`src/rtl/pipe_stage_reg.sv`:
```
// Parametrised inter-stage pipeline register: valid/ready handshake, 2-entry skid
// buffer, synchronous flush and bubble-safe control outputs.
module pipe_stage_reg #(
  parameter int DATA_W = 64,
  parameter int CTRL_W = 4,
  parameter int ADDR_W = 5
) (
  input  logic              clk_i,
  input  logic              rst_i,
  input  logic              start_i,
  input  logic              flush_i,
  input  logic              in_valid_i,
  output logic              in_ready_o,
  input  logic [DATA_W-1:0] in_data_i,
  input  logic [CTRL_W-1:0] in_ctrl_i,
  input  logic [ADDR_W-1:0] in_rd_i,
  output logic              out_valid_o,
  input  logic              out_ready_i,
  output logic [DATA_W-1:0] out_data_o,
  output logic [CTRL_W-1:0] out_ctrl_o,
  output logic [ADDR_W-1:0] out_rd_o,
  output logic [1:0]        occupancy_o
);

  // State encoding equals the number of held entries.
  localparam logic [1:0] S_EMPTY = 2'd0;
  localparam logic [1:0] S_ONE   = 2'd1;
  localparam logic [1:0] S_TWO   = 2'd2;

  logic [1:0]        state_q, state_d;
  logic [DATA_W-1:0] main_data_q, main_data_d, skid_data_q, skid_data_d;
  logic [CTRL_W-1:0] main_ctrl_q, main_ctrl_d, skid_ctrl_q, skid_ctrl_d;
  logic [ADDR_W-1:0] main_rd_q, main_rd_d, skid_rd_q, skid_rd_d;
  logic              push, pop;

  // Handshake flags come from registered state only; no ready-to-ready path.
  assign in_ready_o  = (state_q != S_TWO);
  assign out_valid_o = (state_q != S_EMPTY);
  assign occupancy_o = state_q;

  assign push = in_valid_i & in_ready_o & start_i;
  assign pop  = out_valid_o & out_ready_i & start_i;

  assign out_data_o = main_data_q;
  assign out_rd_o   = main_rd_q;
  assign out_ctrl_o = out_valid_o ? main_ctrl_q : '0;

  always_comb begin
    state_d     = state_q;
    main_data_d = main_data_q;
    main_ctrl_d = main_ctrl_q;
    main_rd_d   = main_rd_q;
    skid_data_d = skid_data_q;
    skid_ctrl_d = skid_ctrl_q;
    skid_rd_d   = skid_rd_q;
    if (start_i) begin
      if (flush_i) begin
        state_d = S_EMPTY;
      end else begin
        unique case (state_q)
          S_EMPTY: begin
            if (push) begin
              state_d     = S_ONE;
              main_data_d = in_data_i;
              main_ctrl_d = in_ctrl_i;
              main_rd_d   = in_rd_i;
            end
          end
          S_ONE: begin
            if (push && pop) begin
              main_data_d = in_data_i;
              main_ctrl_d = in_ctrl_i;
              main_rd_d   = in_rd_i;
            end else if (push) begin
              state_d     = S_TWO;
              skid_data_d = in_data_i;
              skid_ctrl_d = in_ctrl_i;
              skid_rd_d   = in_rd_i;
            end else if (pop) begin
              state_d = S_EMPTY;
            end
          end
          S_TWO: begin
            if (pop) begin
              state_d     = S_ONE;
              main_data_d = skid_data_q;
              main_ctrl_d = skid_ctrl_q;
              main_rd_d   = skid_rd_q;
            end
          end
          default: state_d = S_EMPTY;
        endcase
      end
    end
  end

  always_ff @(posedge clk_i or negedge rst_i) begin
    if (!rst_i) begin
      state_q     <= S_EMPTY;
      main_data_q <= '0;
      main_ctrl_q <= '0;
      main_rd_q   <= '0;
      skid_data_q <= '0;
      skid_ctrl_q <= '0;
      skid_rd_q   <= '0;
    end else begin
      state_q     <= state_d;
      main_data_q <= main_data_d;
      main_ctrl_q <= main_ctrl_d;
      main_rd_q   <= main_rd_d;
      skid_data_q <= skid_data_d;
      skid_ctrl_q <= skid_ctrl_d;
      skid_rd_q   <= skid_rd_d;
    end
  end

endmodule

```
`config.mk`:
```
export PLATFORM = sky130hd
export DESIGN_NAME = pipe_stage_reg
export DESIGN_NICKNAME = d
export VERILOG_FILES = /design/src/rtl/pipe_stage_reg.sv
export SDC_FILE = /design/constraint.sdc
export NUM_CORES = 1
export LEC_CHECK = 0
export ABC_AREA = 1
export CAP_MARGIN = 20
export CORE_MARGIN = 2
export CORE_UTILIZATION = 49
export DETAILED_ROUTE_END_ITERATION = 7
export PLACE_DENSITY = 0.78
export SLEW_MARGIN = 20
export SYNTH_ARGS = -nofsm -noshare
export SYNTH_HDL_FRONTEND = slang
export SYNTH_SLANG_ARGS = --single-unit
```
`constraint.sdc`:
```
create_clock -name clk_i -period 1.8 [get_ports clk_i]
set_input_delay 0.18 -clock clk_i [delete_from_list [all_inputs] [get_ports clk_i]]
set_output_delay 0.18 -clock clk_i [all_outputs]
set_load 0.1 [all_outputs]
```
==> Yosys cells after proc, flatten, opt, wreduce, memory -nomap -nowiden <==
Index checks and enable logic that the tools add are counted.
{ "word_totals": {"ff_bits": 148, "in_bits": 79} }
{ "op_classes": {"eq_ne": 10, "muxes": 20, "bitwise": 6, "n_reduce_logical": 7} }
{ "ops": {"columns": ["cell", "count"], "rows": [
  ["$mux W64", 3],
  ["$pmux W64 S3", 1],
  ["$mux W4", 4],
  ["$mux W5", 3],
  ["$pmux W5 S3", 1],
  ["$mux W2", 6],
  ["$pmux W4 S3", 1],
  ["$reduce_and A5 Y1", 2],
  ["$ne A3 B3 Y1 const B", 3],
  ["$ne A2 B2 Y1 const B", 4],
  ["$pmux W2 S3", 1],
  ["$reduce_and A6 Y1", 1],
  ["$and A1 B1 Y1", 4],
  ["$ne A4 B4 Y1 const B", 1],
  ["$reduce_bool A3 Y1", 1],
  ["$eq A2 B1 Y1 const B", 1],
  ["$eq A2 B2 Y1 const B", 1],
  ["$logic_not A2 Y1", 1],
  ["$not A1 Y1", 2],
  ["$reduce_bool A2 Y1", 1],
  ["$logic_and A1 B1 Y1", 1]
]} }

==> Depth between registers and ports, before layout <==
{ "logic_depth": {"depth_word": 8, "depth_mapped": 9, "depth_no_buf": 9} }

==> Worst setup path after synthesis <==
No wires, ideal clock.
{ "synth_timing": {"path_kind": "register to register", "from": "register state_q[0] (netlist: occupancy_o[0])", "to": "register main_data_q[0] (netlist: out_data_o[0])", "arrival_ps": 2743, "required_time_ps": 1671, "setup_slack_ps": -1072, "path_stages_with_launch": 10, "period_less_slack_ps": 2872, "path_cell_list": "dfrtp_1 > inv_1 > nand2_1 > nand2_1 > nor2_1 > o21ai_2 > buf_4 > buf_4 > nand2_1 > o21ai_0"} }
{ "synth_between": {"elab_chain_len": 6, "elab_cells_between_ends": 16, "cone_classes": "eq/ne (6); mux (1); bitwise (4); reduce/logical (5)"} }
{ "synth_lines": {"columns": ["item", "line", "text"], "rows": [
  ["start: declaration", "30", "logic [1:0] state_q, state_d;"],
  ["start signal: assignment", "107", "state_q <= state_d;"],
  ["$reduce_bool A2 Y1 (*)", "38", "assign out_valid_o = (state_q != S_EMPTY);"],
  ["named net out_valid_o", "17", "output logic out_valid_o,"],
  ["$and A1 B1 Y1 (*) (2 in series)", "42", "assign pop = out_valid_o & out_ready_i & start_i;"],
  ["$logic_and A1 B1 Y1", "70", "if (push && pop) begin"],
  ["$ne A2 B2 Y1 (no source line)", null, null],
  ["$reduce_and A6 Y1 (no source line) (*)", null, null],
  ["end signal: assignment", "108", "main_data_q <= main_data_d;"],
  ["end: declaration", "31", "logic [DATA_W-1:0] main_data_q, main_data_d, skid_data_q, skid_data_d;"]
]} }
The timed path passes the listed nets; every way through them passes the cells marked *.
A chain may end at the register's enable or synchronous reset.

==> Worst setup path in the final report <==
{ "layout_timing": {"from": "register state_q[0] (netlist: occupancy_o[0])", "to": "register main_data_q[7] (netlist: out_data_o[7])"} }
{ "layout_between": {"elab_chain_len": 6, "elab_cells_between_ends": 16, "cone_classes": "eq/ne (6); mux (1); bitwise (4); reduce/logical (5)"} }
{ "layout_lines": {"columns": ["item", "line"], "rows": [
  ["$ne A2 B2 Y1 or $reduce_bool A2 Y1 (tied branches)", "37, 38"],
  ["$and A1 B1 Y1, on equally long branches (2 in series)", "41, 42"],
  ["$logic_and A1 B1 Y1", "70"],
  ["$ne A2 B2 Y1 (no source line)", null],
  ["$reduce_and A6 Y1 (no source line)", null]
]} }
Parallel ways exist; a longest one is shown, timed or not.

==> out/results.tsv <==
metric	value	unit
start_kind	register	
critPathKind	reg -> reg	
nFillCells	971	
finalCriticalPeriod	1740	ps
ys_ff_latch	148	
synth_top_cell_area_share	58.6	%
maxCapViolations	0	
cp_data_required_time	2100	ps
avgSynthCellArea	8.41	um^2
wl	16800	um
clk_latency	420	ps
ys.warnings.count	0	
avgRoutedWirePerCell	15.2	um
netlist_area	0.00632	mm^2
post-synth-top-count-cell	nand2_1	
routed_via_density	5.05	
globalplace.congestion	0.790	
grt_pass1_vias	5156	
rows	41	
cp_cell_sequence	clkinvlp_4 > nand2_4 > nand2_4 > nor2_2 > o21ai_4 > buf_6 > buf_6 > o21ai_1	
diodes	0	
drtAntennaViolNets	0	
grt_first_pass_wirelength	25600	um
worst_pin_slew	514	ps
stdcell_count	1107	
grt_remaining_overflow	0	
min_period_over_period	96.7	%
fin_ws	58.7	ps
drc	0	
clkTransAtPathRegs	60	ps
hpwl	9430	um
root_buffer	clkbuf_16	
vias	5594	
clkSinkCount	148	
h-tree-depth	4	
max_freq	574	MHz
synth_commonest_cells	nand2_1, o21ai_0, dfrtp_1	
endpoint_kind	register	
pin_count	156	
drive_gt1_share	17.5	%
synth_area_leaders	dfrtp_1, o21ai_0, nand2_1	
fp.dieH	118	um
dieArea	0.0138	mm^2
core	0.0126	mm^2
initial_core_util	50.1	%
status	complete, no violations	
syn_to_final_growth	43.6	%
clockBufferDepth	2	
min_path_type	in -> async	
ys.flop_type	dfrtp_1	
antenna_found_initial	0	
grt.total_usage	23.1	%
relSlewSlack	65.8	%
slew_viol_final	0	
fin_util	72.0	%
setup_viol	0	
nets	1001	
worst_ep_arrival_time	2040	ps
async_reset_ff_share	100	%
synthCells	752	
fp.dieW	118	um
drt_first_pass_iters	5	
finalHoldViolations	0	
critPathMaxStageDelay	510	ps
cts_inserted_buffers	17	
synth_cell_type_count	14	
syn_nets	831	
dr.first_iter.drc_count	365	
grt_max_degree	74	
skew	5.82	ps
critical-path-slowest-cell	dfrtp_4	
ys_seq_area_share	58.6	%
dp_slack	-21.7	ps
placedCellCount	1057	
worst-path-max-fanout	17	
synth_area_leader_cell	dfrtp_1	
cts_tree	built	
io_buffers	155	
synth_edf_count	0	
==> sequential cells by signal, summed over array words and instances, names as in the netlist <==
name         flops
occupancy_o      2
main_ctrl_q      4
out_rd_o         5
skid_rd_q        5
out_data_o      64
skid_data_q     64
skid_ctrl_q      4
==> repair_timing <==
action / 4_1_cts / 5_1_grt
cloned: 2 / 7
endpoints found under the hold margin: 46 / 0
gates resized for setup: 3 / 8
hold buffers: 1 / 0
setup buffers: 0 / 8
setup endpoints to repair: 30 / 113
pin swaps: 0 / 3
==> worst max-delay path, delay by kind of cell, from the launching register on <==
kind	cells	cell delay [ps]
AOI/OAI and AO/OA	2	310
and+or+nand+nor	3	240
DFF	1	510
buffers and inverters	3	550
==> final timing paths <==
| path | from | to | slack [ps] | cells past startpoint |
|---|---|---|---|---|
| setup / recovery | occupancy_o[0]$_DFFE_PN0P_ | out_data_o[7]$_DFFE_PN0P_ | 60 | 8 |
| max in group asynchronous | rst_i | skid_data_q[26]$_DFFE_PN0P_ | 920 | 3 |
| hold / removal | rst_i | skid_data_q[62]$_DFFE_PN0P_ | 290 | 2 |
| min in group clk_i | in_data_i[11] | skid_data_q[11]$_DFFE_PN0P_ | 330 | 3 |
| setup reg to reg | occupancy_o[0]$_DFFE_PN0P_ | out_data_o[7]$_DFFE_PN0P_ | 60 | 8 |
| hold reg to reg | skid_rd_q[4]$_DFFE_PN0P_ | skid_rd_q[4]$_DFFE_PN0P_ | 480 | 2 |
==> per-layer routing <==
| layer | track usage, % | vias to the layer above | share of wire [%] |
|---|---|---|---|
| met3 | 5.09 | 28 | 5.8 |
| met5 | 0 | - | 0 |
| li1 | - | 2729 | - |
| met1 | 31.3 | 2624 | 44 |
| met2 | 36.2 | 213 | 48 |
| met4 | 9.34 | 0 | 2.1 |
==> per-stage QoR <==
step / area, um^2 / TNS [ps] / hold WS, ps
floorplan: 6440 / -2710 / -116
global placement: 8160 / 0 / 170
detailed placement: 8160 / -133 / 170
CTS: 8860 / -55.2 / 302
global route: 9080 / -252 / 342
finish: 9080 / 0 / 293
==> cell type report <==
type                            count  area [um^2]  area share [%]
Timing Repair Buffer              199         2090            23.1
Multi-Input combinational cell    474         2140            23.6
Sequential cell                   148         3710            40.9
Clock buffer                       30          544            5.99
Inverter                           82          312            3.43
Clock inverter                      2         60.1           0.661
Tap cell                          172          215            2.37
==> logic make-up (layout without fill, tap and decap cells) <==
kind of cell | Yosys count | in the layout | synth area share, %
simple gates | 252 | 252 | 15.0
compound gates | 222 | 222 | 17.7
flops | 148 | 148 | 58.6
buf+inv | 130 | 313 | 8.74
==> cell usage in the layout, fill, tap and decap left out, types with 2 or more instances in the layout <==
cell / n
nand2_4: 3
buf_6: 5
clkdlybuf4s50_1: 77
inv_1: 80
bufinv_16: 2
buf_16: 3
nand3_1: 3
clkbuf_16: 22
nor2_1: 3
clkbuf_1: 6
o21ai_0: 147
nand2_1: 234
o21ai_1: 72
dfrtp_4: 2
dfrtp_1: 146
buf_4: 90
buf_12: 17
nor2_2: 7
clkbuf_8: 7
Power is not shown: default switching activity piles up to over one toggle a cycle in this logic, so the estimate is an artifact.
